$ cat config.mk
export PLATFORM = sky130hd
export DESIGN_NAME = constraint_sweep_ctrl_flat
export DESIGN_NICKNAME = d
export VERILOG_FILES = /design/src/rtl/constraint_sweep_ctrl_if.sv /design/src/rtl/constraint_sweep_ctrl.sv /design/src/flat_wrapper.sv
export SDC_FILE = /design/constraint.sdc
export NUM_CORES = 1
export LEC_CHECK = 0
export BUFFER_PORTS_ARGS = -buffer_cell sky130_fd_sc_hd__buf_2
export CORE_MARGIN = 5
export CORE_UTILIZATION = 46
export CTS_CLUSTER_SIZE = 24
export DETAILED_ROUTE_END_ITERATION = 6
export HOLD_SLACK_MARGIN = 0.03
export MAX_ROUTING_LAYER = met4
export PLACE_DENSITY = 0.8
export SKIP_LAST_GASP = 1
export SLEW_MARGIN = 5
export SYNTH_ARGS = -nofsm -noshare
export SYNTH_HDL_FRONTEND = slang
export SYNTH_SLANG_ARGS = --single-unit
$ cat constraint.sdc
create_clock -name clk -period 1.6 [get_ports clk]
set_clock_uncertainty 0.1 [all_clocks]
set_input_delay 0.16 -clock clk [delete_from_list [all_inputs] [get_ports clk]]
set_output_delay 0.16 -clock clk [all_outputs]
set_load 0.02 [all_outputs]
$ cat src/rtl/constraint_sweep_ctrl_if.sv
// Bus bundle between constraint_sweep_ctrl and its two neighbours: the
// position RAM (read/write ports) and the combinational constraint unit.
//   master : controller side (drives strobes, addresses, write data, ec operands)
//   slave  : RAM / constraint-unit side (drives read data and enforced result)
interface constraint_sweep_ctrl_if #(
  parameter int ADDR_W = 4,
  parameter int DATA_W = 32
);
  logic              rd_en;
  logic [ADDR_W-1:0] rd_addr;
  logic [DATA_W-1:0] rd_x;
  logic [DATA_W-1:0] rd_y;
  logic              wr_en;
  logic [ADDR_W-1:0] wr_addr;
  logic [DATA_W-1:0] wr_x;
  logic [DATA_W-1:0] wr_y;
  logic [DATA_W-1:0] ec_up_x;
  logic [DATA_W-1:0] ec_up_y;
  logic [DATA_W-1:0] ec_x;
  logic [DATA_W-1:0] ec_y;
  logic [DATA_W-1:0] ec_down_x;
  logic [DATA_W-1:0] ec_down_y;
  logic [DATA_W-1:0] ec_x_enf;
  logic [DATA_W-1:0] ec_y_enf;

  modport master (
    output rd_en, rd_addr, wr_en, wr_addr, wr_x, wr_y,
    output ec_up_x, ec_up_y, ec_x, ec_y, ec_down_x, ec_down_y,
    input  rd_x, rd_y, ec_x_enf, ec_y_enf
  );

  modport slave (
    input  rd_en, rd_addr, wr_en, wr_addr, wr_x, wr_y,
    input  ec_up_x, ec_up_y, ec_x, ec_y, ec_down_x, ec_down_y,
    output rd_x, rd_y, ec_x_enf, ec_y_enf
  );
endinterface

$ cat src/rtl/constraint_sweep_ctrl.sv
// Gauss-Seidel sweep controller for a chain of Q16.16 particle positions.
// Walks interior points 1..N_POINTS-2, presenting (up, current, down) to the
// constraint unit and writing the enforced value back; the enforced value is
// forwarded as the next point's "up" neighbour.
// Ports:
//   clk, rst_n : clock (rising edge), asynchronous active-low reset
//   start      : begin request, accepted only in IDLE
//   busy       : high while a sweep sequence is in progress
//   done       : one-cycle pulse after the final write of the final sweep
//   bus        : RAM read/write ports and constraint-unit operands/result
module constraint_sweep_ctrl #(
  parameter int N_POINTS = 16,
  parameter int ADDR_W   = 4,
  parameter int DATA_W   = 32,
  parameter int SWEEPS   = 1
) (
  input  logic clk,
  input  logic rst_n,
  input  logic start,
  output logic busy,
  output logic done,
  constraint_sweep_ctrl_if.master bus
);

  localparam int                SW_W       = (SWEEPS > 1) ? $clog2(SWEEPS) : 1;
  localparam logic [SW_W-1:0]   SWEEP_LAST = SW_W'(SWEEPS - 1);
  localparam logic [ADDR_W-1:0] I_LAST     = ADDR_W'(N_POINTS - 2);

  typedef enum logic [2:0] {S_IDLE, S_FILL, S_CALC, S_SHIFT, S_DONE} state_e;

  state_e            state_q, state_d;
  logic [1:0]        fill_q, fill_d;
  logic [ADDR_W-1:0] i_q, i_d;
  logic [SW_W-1:0]   sweep_q, sweep_d;
  logic [DATA_W-1:0] w0x_q, w0x_d, w0y_q, w0y_d;
  logic [DATA_W-1:0] w1x_q, w1x_d, w1y_q, w1y_d;
  logic [DATA_W-1:0] w2x_q, w2x_d, w2y_q, w2y_d;
  logic [DATA_W-1:0] enfx_q, enfx_d, enfy_q, enfy_d;

  assign bus.ec_up_x   = w0x_q;
  assign bus.ec_up_y   = w0y_q;
  assign bus.ec_x      = w1x_q;
  assign bus.ec_y      = w1y_q;
  assign bus.ec_down_x = w2x_q;
  assign bus.ec_down_y = w2y_q;

  always_ff @(posedge clk or negedge rst_n) begin
    if (!rst_n) begin
      state_q <= S_IDLE;
      fill_q  <= '0;
      i_q     <= '0;
      sweep_q <= '0;
      w0x_q   <= '0;
      w0y_q   <= '0;
      w1x_q   <= '0;
      w1y_q   <= '0;
      w2x_q   <= '0;
      w2y_q   <= '0;
      enfx_q  <= '0;
      enfy_q  <= '0;
    end else begin
      state_q <= state_d;
      fill_q  <= fill_d;
      i_q     <= i_d;
      sweep_q <= sweep_d;
      w0x_q   <= w0x_d;
      w0y_q   <= w0y_d;
      w1x_q   <= w1x_d;
      w1y_q   <= w1y_d;
      w2x_q   <= w2x_d;
      w2y_q   <= w2y_d;
      enfx_q  <= enfx_d;
      enfy_q  <= enfy_d;
    end
  end

  always_comb begin
    state_d     = state_q;
    fill_d      = fill_q;
    i_d         = i_q;
    sweep_d     = sweep_q;
    w0x_d       = w0x_q;
    w0y_d       = w0y_q;
    w1x_d       = w1x_q;
    w1y_d       = w1y_q;
    w2x_d       = w2x_q;
    w2y_d       = w2y_q;
    enfx_d      = enfx_q;
    enfy_d      = enfy_q;
    busy        = 1'b0;
    done        = 1'b0;
    bus.rd_en   = 1'b0;
    bus.rd_addr = '0;
    bus.wr_en   = 1'b0;
    bus.wr_addr = '0;
    bus.wr_x    = '0;
    bus.wr_y    = '0;

    unique case (state_q)
      S_IDLE: begin
        if (start) begin
          state_d = S_FILL;
          fill_d  = '0;
          i_d     = ADDR_W'(1);
          sweep_d = '0;
        end
      end

      // Reads of points 0..2 issued in fill cycles 0..2; each returns one
      // cycle later and lands in W0, W1, W2 respectively.
      S_FILL: begin
        busy   = 1'b1;
        fill_d = fill_q + 2'd1;
        if (fill_q != 2'd3) begin
          bus.rd_en   = 1'b1;
          bus.rd_addr = ADDR_W'(fill_q);
        end
        case (fill_q)
          2'd1: begin
            w0x_d = bus.rd_x;
            w0y_d = bus.rd_y;
          end
          2'd2: begin
            w1x_d = bus.rd_x;
            w1y_d = bus.rd_y;
          end
          2'd3: begin
            w2x_d   = bus.rd_x;
            w2y_d   = bus.rd_y;
            state_d = S_CALC;
          end
          default: ;
        endcase
      end

      // Enforced result is written and also held in enf_q so the next point
      // sees the updated value as its "up" neighbour.
      S_CALC: begin
        busy        = 1'b1;
        bus.wr_en   = 1'b1;
        bus.wr_addr = i_q;
        bus.wr_x    = bus.ec_x_enf;
        bus.wr_y    = bus.ec_y_enf;
        enfx_d      = bus.ec_x_enf;
        enfy_d      = bus.ec_y_enf;
        if (int'(i_q) + 2 <= N_POINTS - 1) begin
          bus.rd_en   = 1'b1;
          bus.rd_addr = i_q + ADDR_W'(2);
        end
        state_d = S_SHIFT;
      end

      S_SHIFT: begin
        busy  = 1'b1;
        w0x_d = enfx_q;
        w0y_d = enfy_q;
        w1x_d = w2x_q;
        w1y_d = w2y_q;
        w2x_d = bus.rd_x;
        w2y_d = bus.rd_y;
        if (i_q == I_LAST) begin
          if (sweep_q != SWEEP_LAST) begin
            sweep_d = sweep_q + SW_W'(1);
            fill_d  = '0;
            i_d     = ADDR_W'(1);
            state_d = S_FILL;
          end else begin
            state_d = S_DONE;
          end
        end else begin
          i_d     = i_q + ADDR_W'(1);
          state_d = S_CALC;
        end
      end

      S_DONE: begin
        done    = 1'b1;
        state_d = S_IDLE;
      end

      default: state_d = S_IDLE;
    endcase
  end

endmodule

$ cat src/flat_wrapper.sv
// flat-port wrapper written by rule: the top's interface ports become plain ports
module constraint_sweep_ctrl_flat 
#(
  parameter int N_POINTS = 16,
  parameter int ADDR_W   = 4,
  parameter int DATA_W   = 32,
  parameter int SWEEPS   = 1
)
  (clk, rst_n, start, busy, done, bus_rd_en, bus_rd_addr, bus_wr_en, bus_wr_addr, bus_wr_x, bus_wr_y, bus_ec_up_x, bus_ec_up_y, bus_ec_x, bus_ec_y, bus_ec_down_x, bus_ec_down_y, bus_rd_x, bus_rd_y, bus_ec_x_enf, bus_ec_y_enf);
  constraint_sweep_ctrl_if #(.ADDR_W(ADDR_W), .DATA_W(DATA_W)) bus_i ();
  input  logic clk;
  input  logic rst_n;
  input  logic start;
  output logic busy;
  output logic done;
  output wire logic [$bits(bus_i.rd_en)-1:0] bus_rd_en;
  output wire logic [$bits(bus_i.rd_addr)-1:0] bus_rd_addr;
  output wire logic [$bits(bus_i.wr_en)-1:0] bus_wr_en;
  output wire logic [$bits(bus_i.wr_addr)-1:0] bus_wr_addr;
  output wire logic [$bits(bus_i.wr_x)-1:0] bus_wr_x;
  output wire logic [$bits(bus_i.wr_y)-1:0] bus_wr_y;
  output wire logic [$bits(bus_i.ec_up_x)-1:0] bus_ec_up_x;
  output wire logic [$bits(bus_i.ec_up_y)-1:0] bus_ec_up_y;
  output wire logic [$bits(bus_i.ec_x)-1:0] bus_ec_x;
  output wire logic [$bits(bus_i.ec_y)-1:0] bus_ec_y;
  output wire logic [$bits(bus_i.ec_down_x)-1:0] bus_ec_down_x;
  output wire logic [$bits(bus_i.ec_down_y)-1:0] bus_ec_down_y;
  input wire logic [$bits(bus_i.rd_x)-1:0] bus_rd_x;
  input wire logic [$bits(bus_i.rd_y)-1:0] bus_rd_y;
  input wire logic [$bits(bus_i.ec_x_enf)-1:0] bus_ec_x_enf;
  input wire logic [$bits(bus_i.ec_y_enf)-1:0] bus_ec_y_enf;
  assign bus_rd_en = bus_i.rd_en;
  assign bus_rd_addr = bus_i.rd_addr;
  assign bus_wr_en = bus_i.wr_en;
  assign bus_wr_addr = bus_i.wr_addr;
  assign bus_wr_x = bus_i.wr_x;
  assign bus_wr_y = bus_i.wr_y;
  assign bus_ec_up_x = bus_i.ec_up_x;
  assign bus_ec_up_y = bus_i.ec_up_y;
  assign bus_ec_x = bus_i.ec_x;
  assign bus_ec_y = bus_i.ec_y;
  assign bus_ec_down_x = bus_i.ec_down_x;
  assign bus_ec_down_y = bus_i.ec_down_y;
  assign bus_i.rd_x = bus_rd_x;
  assign bus_i.rd_y = bus_rd_y;
  assign bus_i.ec_x_enf = bus_ec_x_enf;
  assign bus_i.ec_y_enf = bus_ec_y_enf;
  constraint_sweep_ctrl #(.N_POINTS(N_POINTS), .ADDR_W(ADDR_W), .DATA_W(DATA_W), .SWEEPS(SWEEPS)) u_core (.clk(clk), .rst_n(rst_n), .start(start), .busy(busy), .done(done), .bus(bus_i));
endmodule
After elaboration in Yosys (flattened, before gate mapping)
Cells that the tools add are included.
{ "op_classes": {"order_cmp": 1, "n_mux": 41, "n_reduce_logical": 12, "n_addsub": 5, "eq_ne": 16} }
{ "ops": {"columns": ["cell", "count"], "rows": [
  ["case mux 32 bit (2 select lines)", 6],
  ["2-to-1 mux 32 bit", 8],
  ["less-or-equal comparator 32 x 5 -> 1 bit (second input constant)", 1],
  ["2-to-1 mux 4 bit", 5],
  ["case mux 4 bit (2 select lines)", 2],
  ["2-to-1 mux 3 bit", 4],
  ["case mux 3 bit (4 select lines)", 1],
  ["2-to-1 mux 1 bit", 8],
  ["2-to-1 mux 2 bit", 4],
  ["!= test 2 bit (second input constant)", 4],
  ["AND reduction 2 bit", 4],
  ["== test 3 x 2 -> 1 bit (second input constant)", 2],
  ["!= test 2 x 1 -> 1 bit (second input constant)", 3],
  ["case mux 2 bit (3 select lines)", 1],
  ["AND reduction 3 bit", 2],
  ["adder 4 x 2 -> 5 bit (second input constant)", 1],
  ["adder 4 x 1 -> 4 bit (second input constant)", 1],
  ["adder 4 x 2 -> 4 bit (second input constant)", 1],
  ["== test 2 bit (second input constant)", 2],
  ["== test 4 bit (second input constant)", 1],
  ["case mux 1 bit (2 select lines)", 2],
  ["AND reduction 4 bit", 1],
  ["nonzero test 2 bit", 2],
  ["== test 3 x 1 -> 1 bit (second input constant)", 1],
  ["8 further kinds", 8]
]} }
{ "word_totals": {"reg_bits": 266, "out_inout_bits": 268, "word_cells": 87, "in_bits": 131} }

Depth between registers and ports, before layout
{ "logic_depth": {"word_depth": 4, "mapped_depth": 7, "depth_no_buf": 5} }

Least setup slack after synthesis
Ideal clock, no wire load.
{ "synth_timing": {"path_kind": "reg-to-output", "from": "register u_core.state_q[2]", "to": "output port bus_rd_addr[3]", "t_required_ps": 1340, "arrival_time_ps": 1420, "path_slack_ps": -80, "stages_incl_launch_ff": 6, "path_buffers": 2, "cell_sequence": "dfrtp_1 > buf_6 > nor3b_4 > clkbuf_1 > nand2_1 > nor2_1"} }
{ "synth_via": {"elab_chain_cells": 2, "word_cells_on_any_way": 3, "cone_classes": "eq/ne: 2; mux: 1"} }
{ "synth_rtl": {"columns": ["element", "line_no", "text"], "rows": [
  ["start, declared", "constraint_sweep_ctrl.sv:31", "state_e state_q, state_d;"],
  ["start signal, assigned", "constraint_sweep_ctrl.sv:62", "state_q <= state_d;"],
  ["== test 3 x 2 -> 1 bit / == test 3 x 1 -> 1 bit (equally long branches)", "constraint_sweep_ctrl.sv:99", "unique case (state_q)"],
  ["case mux 4 bit (2 select lines) (*)", "constraint_sweep_ctrl.sv:99", null],
  ["end, declared", "flat_wrapper.sv:17", "output wire logic [$bits(bus_i.rd_addr)-1:0] bus_rd_addr;"]
]} }
Mark *: on every way between the ends. The rest lies on a longest branch, timed or not.

Worst setup path in the final report
{ "layout_timing": {"from": "register u_core.state_q[2]", "to": "output port bus_wr_y[15]"} }
{ "layout_via": {"elab_chain_cells": 2} }
{ "layout_rtl": {"columns": ["element", "line_no", "text"], "rows": [
  ["== test 3 x 2 -> 1 bit", "constraint_sweep_ctrl.sv:99", null],
  ["2-to-1 mux 32 bit", "constraint_sweep_ctrl.sv:99", null],
  ["end, declared", "flat_wrapper.sv:21", "output wire logic [$bits(bus_i.wr_y)-1:0] bus_wr_y;"]
]} }
No other way between the ends.

==> metrics.cfg <==
[outcome]
status = finished with violations
violations = negative setup slack

[synth]
synth_cell_types = 43
synth-warning-count = 0
netlist_instances = 991
synth-main-ff-cell = dfrtp_1
synth_nets = 1128
syn-cell-area_mm2 = 0.01223
synth-seq-cells = 265
avgSynthCellArea_um2 = 12.34
ys_seq_area_share_pct = 54.23
async_reset_ff_share_pct = 100.0
synth_edf_count = 0

[cts]
ctsRootBufferMaster = clkbuf_16
clockBufferDepth = 3
path_clk_slew_ps = 70
cts.htree.levels = 1
cts_num_sinks = 265
clock_latency_ps = 540
cts_tree = yes
cts_buffers = 28

[placed_design]
dp_slack_ps = -213.0
dpl.hpwl_um = 25940
placed_area_mm2 = 0.01533
gp_congestion = 0.8913
io_buffers = 398

[power]
finalPower_mw = 55.93
powerDensity_mw_per_mm2 = 2581
ir_worst_vdd_mv = 1.757
leakage_nw = 10.08

[routing]
wl_um = 60620
first_iter_violations = 1495
wl_per_cell_um = 28.98
routed-via-count = 12791
drt_pre_antenna_iters = 6
drc_errors = 0
ant_nets = 0
viasPerCell = 6.114

[die]
start_util_pct = 46.80
die-area_mm2 = 0.02995
core-area_mm2 = 0.02613
io_pins = 399
rows = 59
die_h_um = 173.1
die_x_um = 173.1

[setup_path]
reg2reg_to = u_core.bus.ec_up_y[25]
r2r_slack_ps = -470
r2r_cells = 9
critPathMaxFanout = 8
required_ps = 1340
path_class = register to primary output
r2r-start = u_core.state_q[0]
start_kind = register
critPathArrivalTime_ps = 2080
cp-end-kind = primary output

[finish]
syn_to_final_growth_pct = 77.20
fin_nets = 1868
fin_area_mm2 = 0.02167
multi_input_area_mm2 = 0.005742
fillers = 1166
drive_gt1_share_pct = 58.87
seq_area_mm2 = 0.006635
final_util_pct = 82.93

[timing]
tightest_slew_ps = 505.9
fmax_mhz = 426.7
final.setup.worst_slack_ps = -743.8
fin_crit_sh_pct = 146.5
fin_tns_setup_ps = -127260
finalSetupViolCount = 336
final.min_clock_period_ps = 2344
max-slew-margin-rel_pct = 66.27
rsz0062_at_grt = true
drv_slew = 0
hold_viol = 0

[global_routing]
grt_pass1_vias = 12706
grt_pass1_wl_um = 73890
overflow = 0
grt_start_max_net_pins = 53
antenna_found_initial = 3
grt_usage_pct = 31.83

[worst_hold_path]
holdCritPathClass = input port to asynchronous set/reset pin

[run]
maxCapViolCount = 0

==> cell families (layout without fill, tap and decap cells) <==
family                   after synthesis  after routing  synth area share [%]
AO/OA/AOI/OAI                        331            332                 22.21
XOR/XNOR                               1              1               0.07163
adder cells (fa/ha/maj)                6              6                0.6139
buffers and inverters                217            977                 9.525
flip-flops                           265            265                 54.23
multiplexers                          70             70                 8.267
other                                  0              4                     0
AND/OR/NAND/NOR                      101            102                 5.085
==> what timing repair did <==
| action | 4_1_cts | 5_1_grt |
|---|---|---|
| endpoints found under the setup margin | 333 | 335 |
| setup buffers | 37 | 78 |
| hold buffers | 130 | 0 |
| cloned | 26 | 30 |
| hold endpoints to repair | 527 | 0 |
| pin swaps | 21 | 77 |
| resized for setup | 221 | 226 |
==> worst max-delay path: stages (launching register included) <==
cell	delay (ps)
dfrtp_2	430
buf_6	120
nor3b_4	190
buf_6	170
buf_12	170
clkbuf_16	160
and2_4	150
buf_4	140
==> per-stage QoR <==
step / hold WS, ps / cells
5_1_grt: 80.75 / 2092
3_5_place_dp: 23.08 / 1745
3_3_place_gp: 21.89 / 1745
4_1_cts: 50.63 / 1989
6_report: 46.57 / 2092
2_1_floorplan: -235.6 / 991
==> cell type report <==
class | instances | share of cell area (%)
sequential | 265 | 30.62
clock buffer | 40 | 3.678
timing repair buffer | 790 | 34.23
multi-input combinational | 511 | 26.50
clock inverter | 12 | 0.6582
antenna | 4 | 0.04619
tap | 335 | 1.934
inverter | 135 | 2.338
==> state kept, by name, summed over array words and instances (netlist names) <==
signal / cells
u_core.bus.ec_down_y: 32
u_core.bus.ec_up_x: 32
u_core.bus.ec_down_x: 32
u_core.i_q: 4
u_core.bus.ec_y: 32
u_core.state_q: 3
u_core.bus.ec_up_y: 32
u_core.bus.ec_x: 32
u_core.enfx_q: 32
u_core.fill_q: 2
u_core.enfy_q: 32
==> how the worst max path moves through the flow <==
stage                                 start  depth (start not counted)  slack, ps                   to
after floorplan            u_core.fill_q[0]                          7        -20  u_core.bus.ec_x[18]
after global placement    u_core.state_q[2]                          6       -210         bus_wr_y[23]
after detailed placement  u_core.state_q[2]                          6       -210         bus_wr_x[27]
after CTS                 u_core.state_q[2]                          6       -660         bus_wr_x[25]
after global routing      u_core.state_q[2]                          7       -770         bus_wr_y[15]
final                     u_core.state_q[2]                          7       -740         bus_wr_y[15]
==> report_power, final <==
| group | leakage (nW) | internal (mW) | total, mW | switching [mW] |
|---|---|---|---|---|
| clock | 0.455 | 3.95 | 6.91 | 2.96 |
| sequential | 3.07 | 10.2 | 13.3 | 3.07 |
| combinational | 6.55 | 17.5 | 35.7 | 18.2 |
| total | 10.1 | 31.7 | 55.9 | 24.2 |
==> cells in the mapped netlist, types with 2 or more instances <==
cell	n	area (um2)
and2_1	68	425.4
nand2_1	4	15.01
clkbuf_2	6	30.03
mux2i_1	2	20.02
and3b_1	3	26.28
a21oi_1	115	575.6
buf_12	7	140.1
nand3_1	3	15.01
dfrtp_1	265	6631
clkbuf_1	3	11.26
nor2_1	11	41.29
o21bai_1	60	450.4
buf_4	11	82.58
mux2_4	60	900.9
nor3_1	3	15.01
ha_1	6	75.07
buf_2	36	180.2
mux2_2	8	90.09
inv_1	135	506.7
buf_6	19	214.0
a221oi_1	78	683.2
a221oi_2	50	750.7
a21oi_2	16	140.1
nand4bb_1	2	22.52
nor2b_1	2	12.51
==> metal layers <==
metal,global-route usage [%],wire [um]
met1,35.40,20310
met2,54.00,30000
met3,6.157,4903
met4,17.76,5410
met5,-,0
==> cell usage in the layout (no fill, tap or decap), drive strengths merged, types with 4 or more instances in the layout <==
cell and count:
a21oi 131, dfrtp 265, inv 135, nor2 11, o21bai 60, and2 68
buf 634, diode 4, clkinv 6, nand2 4, and3b 4, dlygate4sd3 130
ha 6, mux2 68, bufbuf 4, a221oi 128, clkbuf 62
Note: power is estimated with default switching activity, not from simulation.
